==> config.mk <==
export PLATFORM = sky130hd
export DESIGN_NAME = cube_state_loader
export DESIGN_NICKNAME = d
export VERILOG_FILES = /design/src/rtl/cube_pkg.sv /design/src/rtl/perm_checker.sv /design/src/rtl/cube_state_loader.sv
export SDC_FILE = /design/constraint.sdc
export NUM_CORES = 1
export LEC_CHECK = 0
export CORE_MARGIN = 5
export CORE_UTILIZATION = 40
export DETAILED_ROUTE_END_ITERATION = 12
export MAX_ROUTING_LAYER = met4
export PLACE_DENSITY = 0.66
export SYNTH_ARGS = -nofsm -noshare
export SYNTH_HDL_FRONTEND = slang
export SYNTH_SLANG_ARGS = --single-unit
==> constraint.sdc <==
create_clock -name clk -period 3.9 [get_ports clk]
set_input_delay 0.585 -clock clk [delete_from_list [all_inputs] [get_ports clk]]
set_output_delay 0.585 -clock clk [all_outputs]
set_load 0.01 [all_outputs]
==> src/rtl/cube_pkg.sv <==
// Shared definitions for the cube state loader: vector geometry, edge/corner
// slot layout, loader FSM encoding, and the solver's reference start vector.
package cube_pkg;

    localparam int STATE_W       = 120;
    localparam int NIBBLES       = STATE_W / 4;
    localparam int EDGE_LSB      = 60;
    localparam int EDGE_CNT      = 12;
    localparam int CORNER_LO_LSB = 0;
    localparam int CORNER_HI_LSB = 24;
    localparam int CORNER_CNT    = 8;

    localparam int CNT_W = 5;   // symbol counter, 0..NIBBLES
    localparam int CHK_W = 5;   // check index, covers edge + corner slots

    typedef enum logic [2:0] {
        ST_IDLE  = 3'd0,
        ST_LOAD  = 3'd1,
        ST_CHECK = 3'd2,
        ST_DONE  = 3'd3,
        ST_ERR   = 3'd4
    } ld_state_e;

    // Solver start vector: edges 3,0,1,2,4..11 in slots 0..11, corners 0..7.
    localparam logic [STATE_W-1:0] SOLVER_REF_VEC =
        120'h000BA9876542103_000000FAC000688;

    // Edge slot k lives at [EDGE_LSB+4k+3 : EDGE_LSB+4k].
    function automatic logic [3:0] edge_slot(input logic [STATE_W-1:0] vec,
                                             input logic [3:0]         slot);
        return vec[EDGE_LSB + 4*int'(slot) +: 4];
    endfunction

    // Corner slots 0..3 sit in the low word, 4..7 in the word at CORNER_HI_LSB.
    function automatic logic [2:0] corner_slot(input logic [STATE_W-1:0] vec,
                                               input logic [2:0]         slot);
        if (slot < 3'd4)
            return vec[CORNER_LO_LSB + 3*int'(slot) +: 3];
        return vec[CORNER_HI_LSB + 3*(int'(slot) - 4) +: 3];
    endfunction

endpackage

==> src/rtl/perm_checker.sv <==
// Incremental permutation checker: one value per step, remembers which values
// have been seen, flags out-of-range or repeated values.
module perm_checker #(
    parameter int VAL_W = 4,
    parameter int N     = 12,
    parameter int IDX_W = 4
) (
    input  logic             clk,
    input  logic             rst,
    input  logic             clear,
    input  logic             step,
    input  logic [IDX_W-1:0] idx,
    input  logic [VAL_W-1:0] value,
    output logic             fail,
    output logic             last_ok
);

    // Mask spans every encodable value so an out-of-range value never indexes past it.
    localparam int M = 1 << VAL_W;

    logic [M-1:0] seen_q, seen_d;
    logic         out_of_range;

    // Evaluate the current slot and compute the updated seen mask.
    always_comb begin
        out_of_range = (int'(value) >= N);
        fail         = step && (out_of_range || seen_q[value]);
        last_ok      = step && !fail && (int'(idx) == N - 1);
        seen_d       = seen_q;
        if (clear)
            seen_d = '0;
        else if (step && !fail)
            seen_d[value] = 1'b1;
    end

    // Seen-mask register.
    always_ff @(posedge clk) begin
        if (rst)
            seen_q <= '0;
        else
            seen_q <= seen_d;
    end

endmodule

==> src/rtl/cube_state_loader.sv <==
// Cube state loader: shifts 30 nibbles (MS nibble first) into a 120-bit vector,
// verifies the edge field is a permutation of 0..11, then raises state_valid
// and a one-cycle run_out pulse. Optional macro CUBE_CORNER_CHECK_EN extends the
// check to the eight 3-bit corner slots (must be a permutation of 0..7).
module cube_state_loader
    import cube_pkg::*;
(
    input  logic               clk,
    input  logic               rst,
    input  logic               start,
    input  logic               in_valid,
    input  logic [3:0]         in_data,
    output logic               in_ready,
    output logic [STATE_W-1:0] state_out,
    output logic               state_valid,
    output logic               run_out,
    output logic               err,
    output logic               busy
);

    ld_state_e          st_q, st_d;
    logic [STATE_W-1:0] vec_q, vec_d;
    logic [CNT_W-1:0]   cnt_q, cnt_d;
    logic [CHK_W-1:0]   chk_q, chk_d;
    logic               run_q, run_d;

    logic               chk_clear;
    logic               edge_step, edge_fail, edge_last;
    logic [3:0]         edge_idx, edge_val;
    logic               check_fail, check_last;

`ifdef CUBE_CORNER_CHECK_EN
    logic               corner_step, corner_fail, corner_last;
    logic [2:0]         corner_idx, corner_val;
`endif

    // Route the slot under test to the edge (and corner) checkers.
    always_comb begin
        edge_step = (st_q == ST_CHECK) && (int'(chk_q) < EDGE_CNT);
        edge_idx  = edge_step ? chk_q[3:0] : 4'd0;
        edge_val  = edge_slot(vec_q, edge_idx);
`ifdef CUBE_CORNER_CHECK_EN
        corner_step = (st_q == ST_CHECK) && (int'(chk_q) >= EDGE_CNT);
        corner_idx  = corner_step ? 3'(int'(chk_q) - EDGE_CNT) : 3'd0;
        corner_val  = corner_slot(vec_q, corner_idx);
        check_fail  = edge_fail || corner_fail;
        check_last  = corner_last;
`else
        check_fail  = edge_fail;
        check_last  = edge_last;
`endif
    end

    perm_checker #(
        .VAL_W (4),
        .N     (EDGE_CNT),
        .IDX_W (4)
    ) u_edge_chk (
        .clk     (clk),
        .rst     (rst),
        .clear   (chk_clear),
        .step    (edge_step),
        .idx     (edge_idx),
        .value   (edge_val),
        .fail    (edge_fail),
        .last_ok (edge_last)
    );

`ifdef CUBE_CORNER_CHECK_EN
    perm_checker #(
        .VAL_W (3),
        .N     (CORNER_CNT),
        .IDX_W (3)
    ) u_corner_chk (
        .clk     (clk),
        .rst     (rst),
        .clear   (chk_clear),
        .step    (corner_step),
        .idx     (corner_idx),
        .value   (corner_val),
        .fail    (corner_fail),
        .last_ok (corner_last)
    );
`endif

    // Next-state logic: load shifting, check sequencing, run pulse generation.
    always_comb begin
        st_d      = st_q;
        vec_d     = vec_q;
        cnt_d     = cnt_q;
        chk_d     = chk_q;
        chk_clear = 1'b0;
        unique case (st_q)
            ST_IDLE, ST_DONE, ST_ERR: begin
                if (start) begin
                    st_d      = ST_LOAD;
                    vec_d     = '0;
                    cnt_d     = '0;
                    chk_d     = '0;
                    chk_clear = 1'b1;
                end
            end
            ST_LOAD: begin
                // in_ready is high for the whole of LOAD, so in_valid alone is a handshake.
                if (in_valid) begin
                    vec_d = {vec_q[STATE_W-5:0], in_data};
                    cnt_d = cnt_q + CNT_W'(1);
                    if (int'(cnt_q) == NIBBLES - 1) begin
                        st_d  = ST_CHECK;
                        chk_d = '0;
                    end
                end
            end
            ST_CHECK: begin
                if (check_fail)
                    st_d = ST_ERR;
                else if (check_last)
                    st_d = ST_DONE;
                else
                    chk_d = chk_q + CHK_W'(1);
            end
            default: st_d = ST_IDLE;
        endcase
        run_d = (st_q == ST_CHECK) && (st_d == ST_DONE);
    end

    // Output decode: level outputs follow the state, run_out is the registered pulse.
    always_comb begin
        in_ready    = (st_q == ST_LOAD);
        busy        = (st_q == ST_LOAD) || (st_q == ST_CHECK);
        state_valid = (st_q == ST_DONE);
        err         = (st_q == ST_ERR);
        run_out     = run_q;
        state_out   = vec_q;
    end

    // State registers; reset discards any partially loaded vector.
    always_ff @(posedge clk) begin
        if (rst) begin
            st_q  <= ST_IDLE;
            vec_q <= '0;
            cnt_q <= '0;
            chk_q <= '0;
            run_q <= 1'b0;
        end else begin
            st_q  <= st_d;
            vec_q <= vec_d;
            cnt_q <= cnt_d;
            chk_q <= chk_d;
            run_q <= run_d;
        end
    end

endmodule

==> results.sh <==
export IMPL_ys_ff_latch=146
export IMPL_ys_top_cells_by_count="nand2_1, dfxtp_1, a21oi_1"
export IMPL_viasPerCell=5.188
export IMPL_die_area_sq_um=17790
export IMPL_grt_start_max_net_pins=56
export IMPL_diodes=0
export IMPL_place_gp_congestion=0.8397
export IMPL_grt_pass1_wl_mm=27.51
export IMPL_status="finished, final reports clean"
export IMPL_cts_tree="built"
export IMPL_drv_cap=0
export IMPL_synth_top_cell_by_area="dfxtp_1"
export IMPL_synth_most_common_cell="nand2_1"
export IMPL_synth_edff_count=0
export IMPL_start_util_pct=40.36
export IMPL_fin_hold_ws_ns=0.4493
export IMPL_path_cells="or4b_4, or4_1, o221ai_1, o211ai_2, a2111oi_0, a221o_1, o221ai_2, or4_1, a21oi_1"
export IMPL_ys_seq_area_share_pct=48.00
export IMPL_end_kind="flop"
export IMPL_fin_util_pct=54.78
export IMPL_antenna_found_initial=0
export IMPL_firstDrtPassIters=4
export IMPL_cts_buffers=17
export IMPL_post_cts_resized=0
export IMPL_crit_path_max_incr_delay_ns=0.66
export IMPL_yosysWarnings=0
export IMPL_die_y_um=133.4
export IMPL_setup_violations=0
export IMPL_first_global_vias=5392
export IMPL_nets=892
export IMPL_crit_buf_inv=0
export IMPL_final_cells=1082
export IMPL_ios=133
export IMPL_rsz0062_at_grt="false"
export IMPL_die_x_um=133.4
export IMPL_finalCritPeriodShare_pct=92.50
export IMPL_arrival_ns=3.95
export IMPL_timing_final_ws_setup_ns=0.2924
export IMPL_drc=0
export IMPL_synthCells=766
export IMPL_tns_ns=0
export IMPL_clkSinkCount=146
export IMPL_core_sq_um=15090
export IMPL_synth_nets=777
export IMPL_post_place_ws_ns=0.2186
export IMPL_regArea_sq_um=2923
export IMPL_area_delta_synth_final_pct=35.73
export IMPL_p_per_area_nw_per_um2=401.9
export IMPL_cts_setup_buffers=0
export IMPL_clkSlewWorstSetupHoldPaths_ns=0.06
export IMPL_hold_violations=0
export IMPL_worst_ep_required_time_ns=4.25
export IMPL_max_slew_margin_rel_pct=41.67
export IMPL_p_leak_nw=2.594
export IMPL_dpl_cell_area_sq_um=7670
export IMPL_critPathMaxFanout=11
export IMPL_drv_slew=0
export IMPL_worst_pin_slew_ns=0.8750
export IMPL_finClkSkew_ns=0.007945
export IMPL_multi_input_area_sq_um=2960
export IMPL_syn_area_sq_um=6090
export IMPL_yosys_area_top_type_share_pct=48.00
export IMPL_power_total_mw=3.322
export IMPL_synth_flop_cell="dfxtp_1"
export IMPL_dpl_cell_count=1050
export IMPL_start_kind="flop"
export IMPL_io_buffers=132
export IMPL_rows=45
export IMPL_dpl_hpwl_mm=11.72
export IMPL_hp_class="reg2reg"
export IMPL_drt_wl_total_mm=17.07
export IMPL_synth_area_top_cells="dfxtp_1, nand2_1, a21oi_1"
export IMPL_initialDrtViolationCount=334
export IMPL_synthArstFlopShare_pct=0
export IMPL_slowest_stage="or4b_4"
export IMPL_period_minus_slack_ns=3.608
export IMPL_grt_overflow=0
export IMPL_ir_worst_vdd_mv=0.2613
export IMPL_wl_per_cell_um=15.78
export IMPL_path_common_cell="or4_1"
export IMPL_fill_cells=1416
export IMPL_ctsHtreeMaxLevel=4
export IMPL_clockRootBuffer="clkbuf_16"
export IMPL_clkLatencyLatePin_ns=0.42
export IMPL_crit_type="reg2reg"
export IMPL_vias=5613
export IMPL_stdcell_area_sq_um=8265
export IMPL_crit_family="simple AND/OR/NAND/NOR gates"
export IMPL_grt_total_usage_pct=19.45
export IMPL_drive_above_1_share_pct=8.389
export IMPL_postRouteAntennaNets=0
export IMPL_holdBufCountCts=0
export IMPL_clock_path_buffers=2
export IMPL_netlist_cell_type_count=63
export IMPL_avgSynthCellArea_sq_um=7.950
export IMPL_max_freq_ghz=0.2772
## worst register-to-register path, delay by kind of cell (launching register included)
| kind | cells | cell delay [ns] |
|---|---|---|
| compound gates | 6 | 1.54 |
| flops | 1 | 0.39 |
| simple gates | 3 | 1.61 |
## state kept, by name, summed over array words and instances, names as in the netlist
name	count
run_out	1
st_q	3
state_out	120
chk_q	5
u_edge_chk.seen_q	12
cnt_q	5
## layout make-up
type,count,area share [%]
Timing Repair Buffer,152,18.71
Sequential cell,146,35.36
Inverter,3,0.1362
Clock buffer,20,5.525
Clock inverter,12,1.605
Tap cell,188,2.846
Multi-Input combinational cell,561,35.82
## kinds of logic (layout without fill, tap and decap cells)
| logic type | count (synthesis) | in the layout | share of synthesized area [%] |
|---|---|---|---|
| AOI/OAI and AO/OA | 203 | 203 | 20.81 |
| xor gates and xnor gates | 4 | 4 | 0.5754 |
| buffers and inverters | 59 | 187 | 3.924 |
| and+or+nand+nor | 334 | 334 | 23.20 |
| DFF | 146 | 146 | 48.00 |
| muxes | 17 | 17 | 2.876 |
| adders and majority gates | 3 | 3 | 0.6165 |
## layout by cell type, fill, tap and decap left out, types with 3 or more instances in the layout
| master | count |
|---|---|
| o21a_1 | 15 |
| a21oi_1 | 130 |
| nand2b_1 | 3 |
| o221ai_1 | 3 |
| clkinvlp_4 | 3 |
| mux2i_1 | 13 |
| nand2_1 | 257 |
| and2_1 | 5 |
| a2111oi_0 | 3 |
| o211ai_1 | 3 |
| nor3_1 | 9 |
| clkinv_2 | 3 |
| xor2_1 | 3 |
| clkdlybuf4s50_1 | 132 |
| clkbuf_16 | 17 |
| a31oi_1 | 3 |
| ha_1 | 3 |
| dfxtp_1 | 146 |
| buf_12 | 6 |
| nor2b_1 | 5 |
| nor2_1 | 33 |
| a22oi_1 | 3 |
| clkinv_4 | 3 |
| inv_1 | 3 |
| buf_4 | 14 |
| mux2_2 | 4 |
| a2bb2oi_1 | 5 |
| o21ai_0 | 10 |
## power by group
part	switching (mW)	internal, mW	leakage, nW	total (mW)
combinational	0.146	0.0603	1.14	0.206
sequential	0.00696	1.50	1.18	1.50
clock	0.636	0.976	0.282	1.61
## metal layers
layer	vias to the layer above	track usage (%)	routed length (um)
li1	2828	-	-
met1	2631	23.91	7696
met2	134	30.16	7949
met3	20	6.156	1151
met4	0	7.029	272
met5	-	-	0
## final timing paths
path                                     start        endpoint  slack (ns)  cells past startpoint
worst max-delay path                   st_q[0]        chk_q[0]        0.29                      9
worst min-delay path            state_out[119]  state_out[119]        0.45                      2
worst max register to register         st_q[0]        chk_q[0]        0.29                      9
worst min register to register  state_out[119]  state_out[119]        0.45                      2
No activity file was read; power rests on OpenSTA's default activity.
